==> src/rtl/cpc_rom_loader_if.sv <==
// Bus bundle between mist_io (download stream) and the SDRAM write port.
// The loader uses the master view; the OSD/SDRAM side uses the slave view.
interface cpc_rom_loader_if #(
    parameter int PAGE_BITS = 8,
    parameter int BANKS     = 2
);
    localparam int ADDR_W = PAGE_BITS + 15;
    localparam int BANK_W = (BANKS > 1) ? $clog2(BANKS) : 1;

    logic                ioctl_download;
    logic                ioctl_wr;
    logic [24:0]         ioctl_addr;
    logic [7:0]          ioctl_dout;
    logic [7:0]          ioctl_index;
    logic [15:0]         ioctl_file_ext;
    logic                model;
    logic                ioctl_wait;

    logic                mem_req;
    logic                mem_ack;
    logic [ADDR_W-1:0]   mem_addr;
    logic [BANK_W-1:0]   mem_bank;
    logic [7:0]          mem_dout;

    modport master (
        input  ioctl_download, ioctl_wr, ioctl_addr, ioctl_dout,
        input  ioctl_index, ioctl_file_ext, model, mem_ack,
        output ioctl_wait, mem_req, mem_addr, mem_bank, mem_dout
    );

    modport slave (
        output ioctl_download, ioctl_wr, ioctl_addr, ioctl_dout,
        output ioctl_index, ioctl_file_ext, model, mem_ack,
        input  ioctl_wait, mem_req, mem_addr, mem_bank, mem_dout
    );
endinterface

==> src/rtl/cpc_rom_loader.sv <==
// ROM download loader: decodes the target ROM page from the file extension,
// buffers bytes in a small FIFO towards SDRAM (req/ack) and records which
// upper-ROM pages have been loaded.
module cpc_rom_loader #(
    parameter int PAGE_BITS  = 8,
    parameter int BANKS      = 2,
    parameter int FIFO_DEPTH = 4,
    parameter int ADDR_W     = PAGE_BITS + 15
) (
    input  logic                 clk_sys,
    input  logic                 reset_n,
    cpc_rom_loader_if.master     bus,
    input  logic [PAGE_BITS-1:0] map_addr,
    output logic                 map_hit,
    input  logic                 map_clear,
    output logic                 busy,
    output logic                 load_err
);
    localparam int BANK_W = (BANKS > 1) ? $clog2(BANKS) : 1;
    localparam int PTR_W  = $clog2(FIFO_DEPTH);
    localparam int CNT_W  = PTR_W + 1;
    localparam int ENT_W  = ADDR_W + BANK_W + 8;
    localparam int NPAGES = 1 << PAGE_BITS;

    localparam logic [1:0] MODE_SYS   = 2'd0;
    localparam logic [1:0] MODE_EXP   = 2'd1;
    localparam logic [1:0] MODE_COMBO = 2'd2;
    localparam logic [1:0] MODE_DROP  = 2'd3;

    // Returns {valid, nibble} for an upper-case ASCII hex digit.
    function automatic logic [4:0] hex_nib(input logic [7:0] c);
        logic [4:0] r;
        if ((c >= 8'h30) && (c <= 8'h39)) begin
            r = {1'b1, c[3:0]};
        end else if ((c >= 8'h41) && (c <= 8'h46)) begin
            r = {1'b1, c[3:0] + 4'd9};
        end else begin
            r = 5'b0_0000;
        end
        return r;
    endfunction

    logic [1:0]            mode_q, mode_d;
    logic [PAGE_BITS-1:0]  base_q, base_d;
    logic                  region_q, region_d;
    logic [BANK_W-1:0]     bsel_q, bsel_d;
    logic                  dl_q, dl_d;
    logic                  err_q, err_d;
    logic [CNT_W-1:0]      cnt_q, cnt_d;
    logic [PTR_W-1:0]      wr_ptr_q, wr_ptr_d;
    logic [PTR_W-1:0]      rd_ptr_q, rd_ptr_d;
    logic                  req_q, req_d;
    logic [ADDR_W-1:0]     addr_q, addr_d;
    logic [BANK_W-1:0]     bank_q, bank_d;
    logic [7:0]            dout_q, dout_d;
    logic                  wait_q, wait_d;
    logic                  busy_q, busy_d;
    logic [NPAGES-1:0]     map_q, map_d;
    logic                  hit_q, hit_d;
    logic [ENT_W-1:0]      fifo_mem_q [FIFO_DEPTH];

    logic                  rise_s;
    logic [4:0]            hi_s, lo_s;
    logic [1:0]            dec_mode_s;
    logic [PAGE_BITS-1:0]  dec_base_s;
    logic                  dec_region_s;
    logic [10:0]           blk_s;
    logic [PAGE_BITS-1:0]  blk_pg_s;
    logic                  disc_s;
    logic                  ent_region_s;
    logic [PAGE_BITS-1:0]  ent_page_s;
    logic [BANK_W-1:0]     ent_bank_s;
    logic [ENT_W-1:0]      push_ent_s;
    logic [ENT_W-1:0]      head_s;
    logic                  push_req_s, push_s, pop_s, full_s, ovf_s;

    // Download-start detection and mode latch; the start cycle itself already uses the new mode.
    always_comb begin
        rise_s       = bus.ioctl_download & ~dl_q;
        dl_d         = bus.ioctl_download;
        hi_s         = hex_nib(bus.ioctl_file_ext[15:8]);
        lo_s         = hex_nib(bus.ioctl_file_ext[7:0]);
        dec_mode_s   = MODE_DROP;
        dec_base_s   = '0;
        dec_region_s = 1'b0;
        if (bus.ioctl_index == 8'd0) begin
            dec_mode_s = MODE_SYS;
        end else if (hi_s[4] & lo_s[4]) begin
            dec_mode_s   = MODE_EXP;
            dec_base_s   = PAGE_BITS'({hi_s[3:0], lo_s[3:0]});
            dec_region_s = 1'b1;
        end else if (bus.ioctl_file_ext == 16'h5A5A) begin
            dec_mode_s = MODE_EXP;
        end else if (bus.ioctl_file_ext == 16'h5A30) begin
            dec_mode_s = MODE_COMBO;
        end else begin
            dec_mode_s = MODE_DROP;
        end
        if (rise_s) begin
            mode_d   = dec_mode_s;
            base_d   = dec_base_s;
            region_d = dec_region_s;
            bsel_d   = BANK_W'(bus.model);
        end else begin
            mode_d   = mode_q;
            base_d   = base_q;
            region_d = region_q;
            bsel_d   = bsel_q;
        end
    end

    // Byte address/bank computation for the incoming byte under the current mode.
    always_comb begin
        blk_s        = bus.ioctl_addr[24:14];
        blk_pg_s     = PAGE_BITS'(blk_s);
        disc_s       = 1'b0;
        ent_region_s = 1'b0;
        ent_page_s   = '0;
        ent_bank_s   = bsel_d;
        case (mode_d)
            MODE_SYS: begin
                disc_s     = |blk_s[10:3];
                ent_bank_s = BANK_W'(blk_s[2]);
                case (blk_s[1:0])
                    2'd0:    begin ent_region_s = 1'b0; ent_page_s = '0; end
                    2'd1:    begin ent_region_s = 1'b1; ent_page_s = '0; end
                    2'd2:    begin ent_region_s = 1'b1; ent_page_s = PAGE_BITS'(3'd7); end
                    default: begin ent_region_s = 1'b1; ent_page_s = '1; end
                endcase
            end
            MODE_EXP: begin
                ent_region_s = region_d;
                ent_page_s   = base_d + blk_pg_s;
            end
            MODE_COMBO: begin
                if (blk_s == 11'd0) begin
                    ent_region_s = 1'b0;
                    ent_page_s   = '0;
                end else if (blk_s == 11'd1) begin
                    ent_region_s = 1'b1;
                    ent_page_s   = '1;
                end else begin
                    disc_s = 1'b1;
                end
            end
            default: begin
                disc_s = 1'b1;
            end
        endcase
        push_ent_s = {ent_region_s, ent_page_s, bus.ioctl_addr[13:0], ent_bank_s, bus.ioctl_dout};
    end

    // FIFO control, presented head entry, status flags and bitmap update.
    always_comb begin
        push_req_s = bus.ioctl_wr & bus.ioctl_download & (mode_d != MODE_DROP) & ~disc_s;
        pop_s      = req_q & bus.mem_ack;
        full_s     = (cnt_q == CNT_W'(FIFO_DEPTH));
        push_s     = push_req_s & (~full_s | pop_s);
        ovf_s      = push_req_s & full_s & ~pop_s;

        if (push_s & ~pop_s) begin
            cnt_d = cnt_q + CNT_W'(1);
        end else if (pop_s & ~push_s) begin
            cnt_d = cnt_q - CNT_W'(1);
        end else begin
            cnt_d = cnt_q;
        end
        wr_ptr_d = push_s ? (wr_ptr_q + PTR_W'(1)) : wr_ptr_q;
        rd_ptr_d = pop_s  ? (rd_ptr_q + PTR_W'(1)) : rd_ptr_q;

        // A byte written into the slot about to become the head bypasses the array.
        if (push_s && (wr_ptr_q == rd_ptr_d)) begin
            head_s = push_ent_s;
        end else begin
            head_s = fifo_mem_q[rd_ptr_d];
        end

        req_d = (cnt_d != '0);
        if (req_d) begin
            {addr_d, bank_d, dout_d} = head_s;
        end else begin
            addr_d = addr_q;
            bank_d = bank_q;
            dout_d = dout_q;
        end
        wait_d = (cnt_d >= CNT_W'(FIFO_DEPTH - 1));
        busy_d = bus.ioctl_download | req_d;

        if (rise_s) begin
            err_d = (dec_mode_s == MODE_DROP) | ovf_s;
        end else begin
            err_d = err_q | ovf_s;
        end

        map_d = map_q;
        if (pop_s & addr_q[ADDR_W-1]) begin
            map_d[addr_q[ADDR_W-2 -: PAGE_BITS]] = 1'b1;
        end else begin
            map_d = map_q;
        end
        if (map_clear) begin
            map_d = '0;
        end else begin
            map_d = map_d;
        end
        hit_d = map_q[map_addr];
    end

    // State and output registers.
    always_ff @(posedge clk_sys or negedge reset_n) begin
        if (!reset_n) begin
            mode_q   <= MODE_DROP;
            base_q   <= '0;
            region_q <= 1'b0;
            bsel_q   <= '0;
            dl_q     <= 1'b0;
            err_q    <= 1'b0;
            cnt_q    <= '0;
            wr_ptr_q <= '0;
            rd_ptr_q <= '0;
            req_q    <= 1'b0;
            addr_q   <= '0;
            bank_q   <= '0;
            dout_q   <= 8'd0;
            wait_q   <= 1'b0;
            busy_q   <= 1'b0;
            map_q    <= '0;
            hit_q    <= 1'b0;
        end else begin
            mode_q   <= mode_d;
            base_q   <= base_d;
            region_q <= region_d;
            bsel_q   <= bsel_d;
            dl_q     <= dl_d;
            err_q    <= err_d;
            cnt_q    <= cnt_d;
            wr_ptr_q <= wr_ptr_d;
            rd_ptr_q <= rd_ptr_d;
            req_q    <= req_d;
            addr_q   <= addr_d;
            bank_q   <= bank_d;
            dout_q   <= dout_d;
            wait_q   <= wait_d;
            busy_q   <= busy_d;
            map_q    <= map_d;
            hit_q    <= hit_d;
        end
    end

    // FIFO storage array.
    always_ff @(posedge clk_sys or negedge reset_n) begin
        if (!reset_n) begin
            for (int i = 0; i < FIFO_DEPTH; i++) begin
                fifo_mem_q[i] <= '0;
            end
        end else if (push_s) begin
            fifo_mem_q[wr_ptr_q] <= push_ent_s;
        end
    end

    assign bus.mem_req    = req_q;
    assign bus.mem_addr   = addr_q;
    assign bus.mem_bank   = bank_q;
    assign bus.mem_dout   = dout_q;
    assign bus.ioctl_wait = wait_q;
    assign map_hit        = hit_q;
    assign busy           = busy_q;
    assign load_err       = err_q;
endmodule
==> src/flat_wrapper.sv <==
// flat-port wrapper written by rule: the top's interface ports become plain ports
module cpc_rom_loader_flat 
#(
    parameter int PAGE_BITS  = 8,
    parameter int BANKS      = 2,
    parameter int FIFO_DEPTH = 4,
    parameter int ADDR_W     = PAGE_BITS + 15
)
  (clk_sys, reset_n, map_addr, map_hit, map_clear, busy, load_err, bus_ioctl_download, bus_ioctl_wr, bus_ioctl_addr, bus_ioctl_dout, bus_ioctl_index, bus_ioctl_file_ext, bus_model, bus_mem_ack, bus_ioctl_wait, bus_mem_req, bus_mem_addr, bus_mem_bank, bus_mem_dout);
  cpc_rom_loader_if #(.PAGE_BITS(PAGE_BITS), .BANKS(BANKS)) bus_i ();
  input  logic clk_sys;
  input  logic reset_n;
  input  logic [PAGE_BITS-1:0] map_addr;
  output logic map_hit;
  input  logic map_clear;
  output logic busy;
  output logic load_err;
  input wire logic [$bits(bus_i.ioctl_download)-1:0] bus_ioctl_download;
  input wire logic [$bits(bus_i.ioctl_wr)-1:0] bus_ioctl_wr;
  input wire logic [$bits(bus_i.ioctl_addr)-1:0] bus_ioctl_addr;
  input wire logic [$bits(bus_i.ioctl_dout)-1:0] bus_ioctl_dout;
  input wire logic [$bits(bus_i.ioctl_index)-1:0] bus_ioctl_index;
  input wire logic [$bits(bus_i.ioctl_file_ext)-1:0] bus_ioctl_file_ext;
  input wire logic [$bits(bus_i.model)-1:0] bus_model;
  input wire logic [$bits(bus_i.mem_ack)-1:0] bus_mem_ack;
  output wire logic [$bits(bus_i.ioctl_wait)-1:0] bus_ioctl_wait;
  output wire logic [$bits(bus_i.mem_req)-1:0] bus_mem_req;
  output wire logic [$bits(bus_i.mem_addr)-1:0] bus_mem_addr;
  output wire logic [$bits(bus_i.mem_bank)-1:0] bus_mem_bank;
  output wire logic [$bits(bus_i.mem_dout)-1:0] bus_mem_dout;
  assign bus_i.ioctl_download = bus_ioctl_download;
  assign bus_i.ioctl_wr = bus_ioctl_wr;
  assign bus_i.ioctl_addr = bus_ioctl_addr;
  assign bus_i.ioctl_dout = bus_ioctl_dout;
  assign bus_i.ioctl_index = bus_ioctl_index;
  assign bus_i.ioctl_file_ext = bus_ioctl_file_ext;
  assign bus_i.model = bus_model;
  assign bus_i.mem_ack = bus_mem_ack;
  assign bus_ioctl_wait = bus_i.ioctl_wait;
  assign bus_mem_req = bus_i.mem_req;
  assign bus_mem_addr = bus_i.mem_addr;
  assign bus_mem_bank = bus_i.mem_bank;
  assign bus_mem_dout = bus_i.mem_dout;
  cpc_rom_loader #(.PAGE_BITS(PAGE_BITS), .BANKS(BANKS), .FIFO_DEPTH(FIFO_DEPTH), .ADDR_W(ADDR_W)) u_core (.clk_sys(clk_sys), .reset_n(reset_n), .bus(bus_i), .map_addr(map_addr), .map_hit(map_hit), .map_clear(map_clear), .busy(busy), .load_err(load_err));
endmodule
==> config.mk <==
export PLATFORM = sky130hd
export DESIGN_NAME = cpc_rom_loader_flat
export DESIGN_NICKNAME = d
export VERILOG_FILES = /design/src/rtl/cpc_rom_loader_if.sv /design/src/rtl/cpc_rom_loader.sv /design/src/flat_wrapper.sv
export SDC_FILE = /design/constraint.sdc
export NUM_CORES = 1
export LEC_CHECK = 0
export ABC_CLOCK_PERIOD_IN_PS = 3250
export CAP_MARGIN = 40
export CORE_MARGIN = 2
export CORE_UTILIZATION = 54
export DETAILED_ROUTE_END_ITERATION = 10
export GPL_TIMING_DRIVEN = 0
export PLACE_DENSITY_LB_ADDON = 0.12
export SYNTH_ARGS = -nofsm -noshare
export SYNTH_HDL_FRONTEND = slang
export SYNTH_SLANG_ARGS = --single-unit
==> constraint.sdc <==
create_clock -name clk_sys -period 3.25 [get_ports clk_sys]
set_input_delay 0.65 -clock clk_sys [delete_from_list [all_inputs] [get_ports clk_sys]]
set_output_delay 0.65 -clock clk_sys [all_outputs]
set_load 0.1 [all_outputs]
==> flow_metrics.tcl <==
set metrics [dict create \
    status "finished, violations left" \
    violations "negative hold slack, negative setup slack" \
    ys_seq_area_share_pct 54.3 \
    post_dp_cell_area_um2 23200 \
    cts_buffers 47 \
    cts_max_level 2 \
    fp.dieW_um 198 \
    grt_pass1_wl_um 89000 \
    io_pins 109 \
    num_vias 15000 \
    drt_iter0_markers 1324 \
    antenna_left 0 \
    place_ws_ns -1.70 \
    synth_top_area_cell "dfrtp_1" \
    cts_buffer_depth 3 \
    cp.required_ns 3.71 \
    whs_ns -0.000909 \
    synth_flop_cell "dfrtp_1" \
    p_leak_nw 11.0 \
    synthAdderAreaFrac_pct 1.51 \
    worstMarginPinSlew_ns 0.985 \
    initial_core_util_pct 54.4 \
    drtPass1Iterations 5 \
    cpMaxStageDelayCell "or3b_4" \
    final_area_um2 25200 \
    grt_max_degree 128 \
    cp_data_arrival_time_ns 3.96 \
    yosysWarnings 0 \
    dieArea_um2 39200 \
    holdBufCountCts 0 \
    slowest_delay_ns 0.41 \
    final.period_utilization_pct 107 \
    cts.clk_slew.worst_paths_ns 0.06 \
    wirelength_um 56600 \
    overflow 0 \
    rows 71 \
    antenna_found_initial 0 \
    synth_edf_count 0 \
    tns_ns -0.915 \
    synth_top_area_share_pct 54.0 \
    syn_to_final_growth_pct 23.7 \
    syn_area_um2 20300 \
    hpwl_um 38400 \
    drc 0 \
    syn_avg_cell_area_um2 11.9 \
    n_antenna_cell 0 \
    grt_usage_pct 30.0 \
    vias_per_cell 6.01 \
    fmax_mhz 286 \
    min_period_ns 3.49 \
    cp-end-kind "flip-flop" \
    synth_area_leaders "dfrtp_1, mux4_2, a21oi_1, mux2_2, nor2_1" \
    io_buffers 103 \
    wl_per_cell_um 22.7 \
    p_per_area_nw_per_um2 758 \
    ys_top_cells_by_count "dfrtp_1, nor2_1, a21oi_1" \
    synth_top_family_by_area "multiplexers" \
    final_core_util_pct 67.3 \
    synth_xor_area_share_pct 0.837 \
    rsz0062_at_grt "true" \
    routabilityCongestion 0.854 \
    relSlewSlack_pct 34.3 \
    synth_compound_area_share_pct 9.16 \
    first_global_vias 15500 \
    syn_inst 1711 \
    start_kind "primary input" \
    final_nets 2048 \
    setup_ws_ns -0.243 \
    muxShareOfSynthArea_pct 21.6 \
    synth-simple-area-share_pct 9.74 \
    slew_viol_final 0 \
    die_y_um 198 \
    coreArea_um2 37400 \
    cts_tree "built" \
    syn-num-nets 1807 \
    vdd_drop_max_mv 1.06 \
    cts_sinks 441 \
    hold_viol 1 \
    ys_ff_latch 441 \
    yosysMostFrequentCell "dfrtp_1" \
    setup_viol 11 \
    crit_path_max_fanout 5 \
    clk_latency_ns 0.60 \
    hold_path.class "in -> async" \
    drv_cap 0 \
    cts-root-buf "clkbuf_16" \
    drive_above_1_share_pct 25.0 \
    fin_skew_ns 0.0277 \
    path_class "in -> reg" \
    path_cells "buf_8, buf_4, nor3b_2, a41oi_2, or3b_4, buf_8, o31ai_4, ha_1, a21o_1, a21oi_2, o21ai_2, nor4_2, nor3_1, xnor3_1, o21ai_2, mux2_4, mux2_4" \
    ys_types 59 \
    ys_async_sr_fraction_pct 100 \
]
==> cells in the final DEF (no fill, tap or decap), drive strengths merged, types with 37 or more instances in the layout <==
cell             n
clkbuf         169
nor2           300
clkdlybuf4s50   77
buf            132
a21oi          270
mux2           121
nand2           49
mux4           117
mux2i           37
dfrtp          439
o21ai           57
==> stage by stage <==
stage	total power, mW	cells
final	19.1	2496
after floorplan	11.2	1711
after global routing	19.9	2496
after CTS	19.0	2485
after detailed placement	13.7	2391
after global placement	12.7	2325
==> state kept, by name, summed over array words and instances (netlist names) <==
name,cells
u_core.base_q,8
u_core.bsel_q,1
u_core.bus.ioctl_wait,1
u_core.bus.mem_addr,23
u_core.bus.mem_bank,1
u_core.bus.mem_dout,8
u_core.bus.mem_req,1
u_core.busy,1
u_core.cnt_q,3
u_core.dl_q,1
u_core.fifo_mem_q,128
u_core.load_err,1
u_core.map_hit,1
u_core.map_q,256
u_core.mode_q,2
u_core.rd_ptr_q,2
u_core.region_q,1
u_core.wr_ptr_q,2
==> repair_timing <==
| item | CTS | global route |
|---|---|---|
| pin swaps | 21 | 16 |
| resized for setup | 114 | 69 |
| buffers inserted | 14 | 12 |
| setup endpoints to repair | 186 | 177 |
| hold endpoints to repair | 0 | 0 |
==> critical path: cells and delay by family <==
family | cells | cell delay, ns
compound gates | 6 | 0.96
xor+xnor | 1 | 0.23
fa+ha+maj | 1 | 0.26
buf+inv | 3 | 0.36
mux | 2 | 0.56
simple gates | 4 | 0.93
==> report_power, final <==
group          leakage, nW  total (mW)  internal [mW]  switching, mW
clock                0.729        5.26           3.08           2.18
combinational         4.35        6.82           3.00           3.82
sequential            5.95        6.99           6.45          0.538
total                 11.0        19.1           12.5           6.53
==> logic make-up (layout without fill, tap and decap cells) <==
family | Yosys count | in the layout
AND/OR/NAND/NOR | 456 | 456
multiplexers | 275 | 275
AO/OA/AOI/OAI | 355 | 355
XOR/XNOR | 17 | 17
buffers and inverters | 143 | 417
flip-flops | 441 | 441
adder cells (fa/ha/maj) | 24 | 24
==> cell type report <==
cell class | count | area (um2)
Fill cell | 2770 | 12200
Sequential cell | 441 | 11000
Multi-Input combinational cell | 1127 | 9050
Timing Repair Buffer | 195 | 2260
Clock buffer | 75 | 1390
Tap cell | 511 | 639
Buffer | 120 | 579
Clock inverter | 7 | 100
Inverter | 20 | 87.6
==> final timing paths <==
check	start	end	slack, ns	depth (start not counted)
worst max-delay path	bus_ioctl_file_ext[15]	u_core.bus.mem_addr[21]	-0.24	17
worst min-delay path	reset_n	u_core.map_q[104]	-0.0009	1
worst max register to register	u_core.dl_q	u_core.bus.mem_addr[21]	-0.20	15
worst min register to register	u_core.fifo_mem_q[93]	u_core.fifo_mem_q[93]	0.48	2
max in group asynchronous	reset_n	u_core.fifo_mem_q[40]	1.61	3
min in group clk_sys	bus_ioctl_download	u_core.dl_q	0.43	1
==> metal layers <==
metal / GRT usage (%) / wire length, um / vias to the layer above
met5: 0 / 0 / -
met4: 11.9 / 1970 / 0
met3: 4.74 / 3780 / 126
met2: 50.1 / 28200 / 527
met1: 39.9 / 22600 / 7742
li1: - / - / 6602
Note: power is estimated with default switching activity, not from simulation.
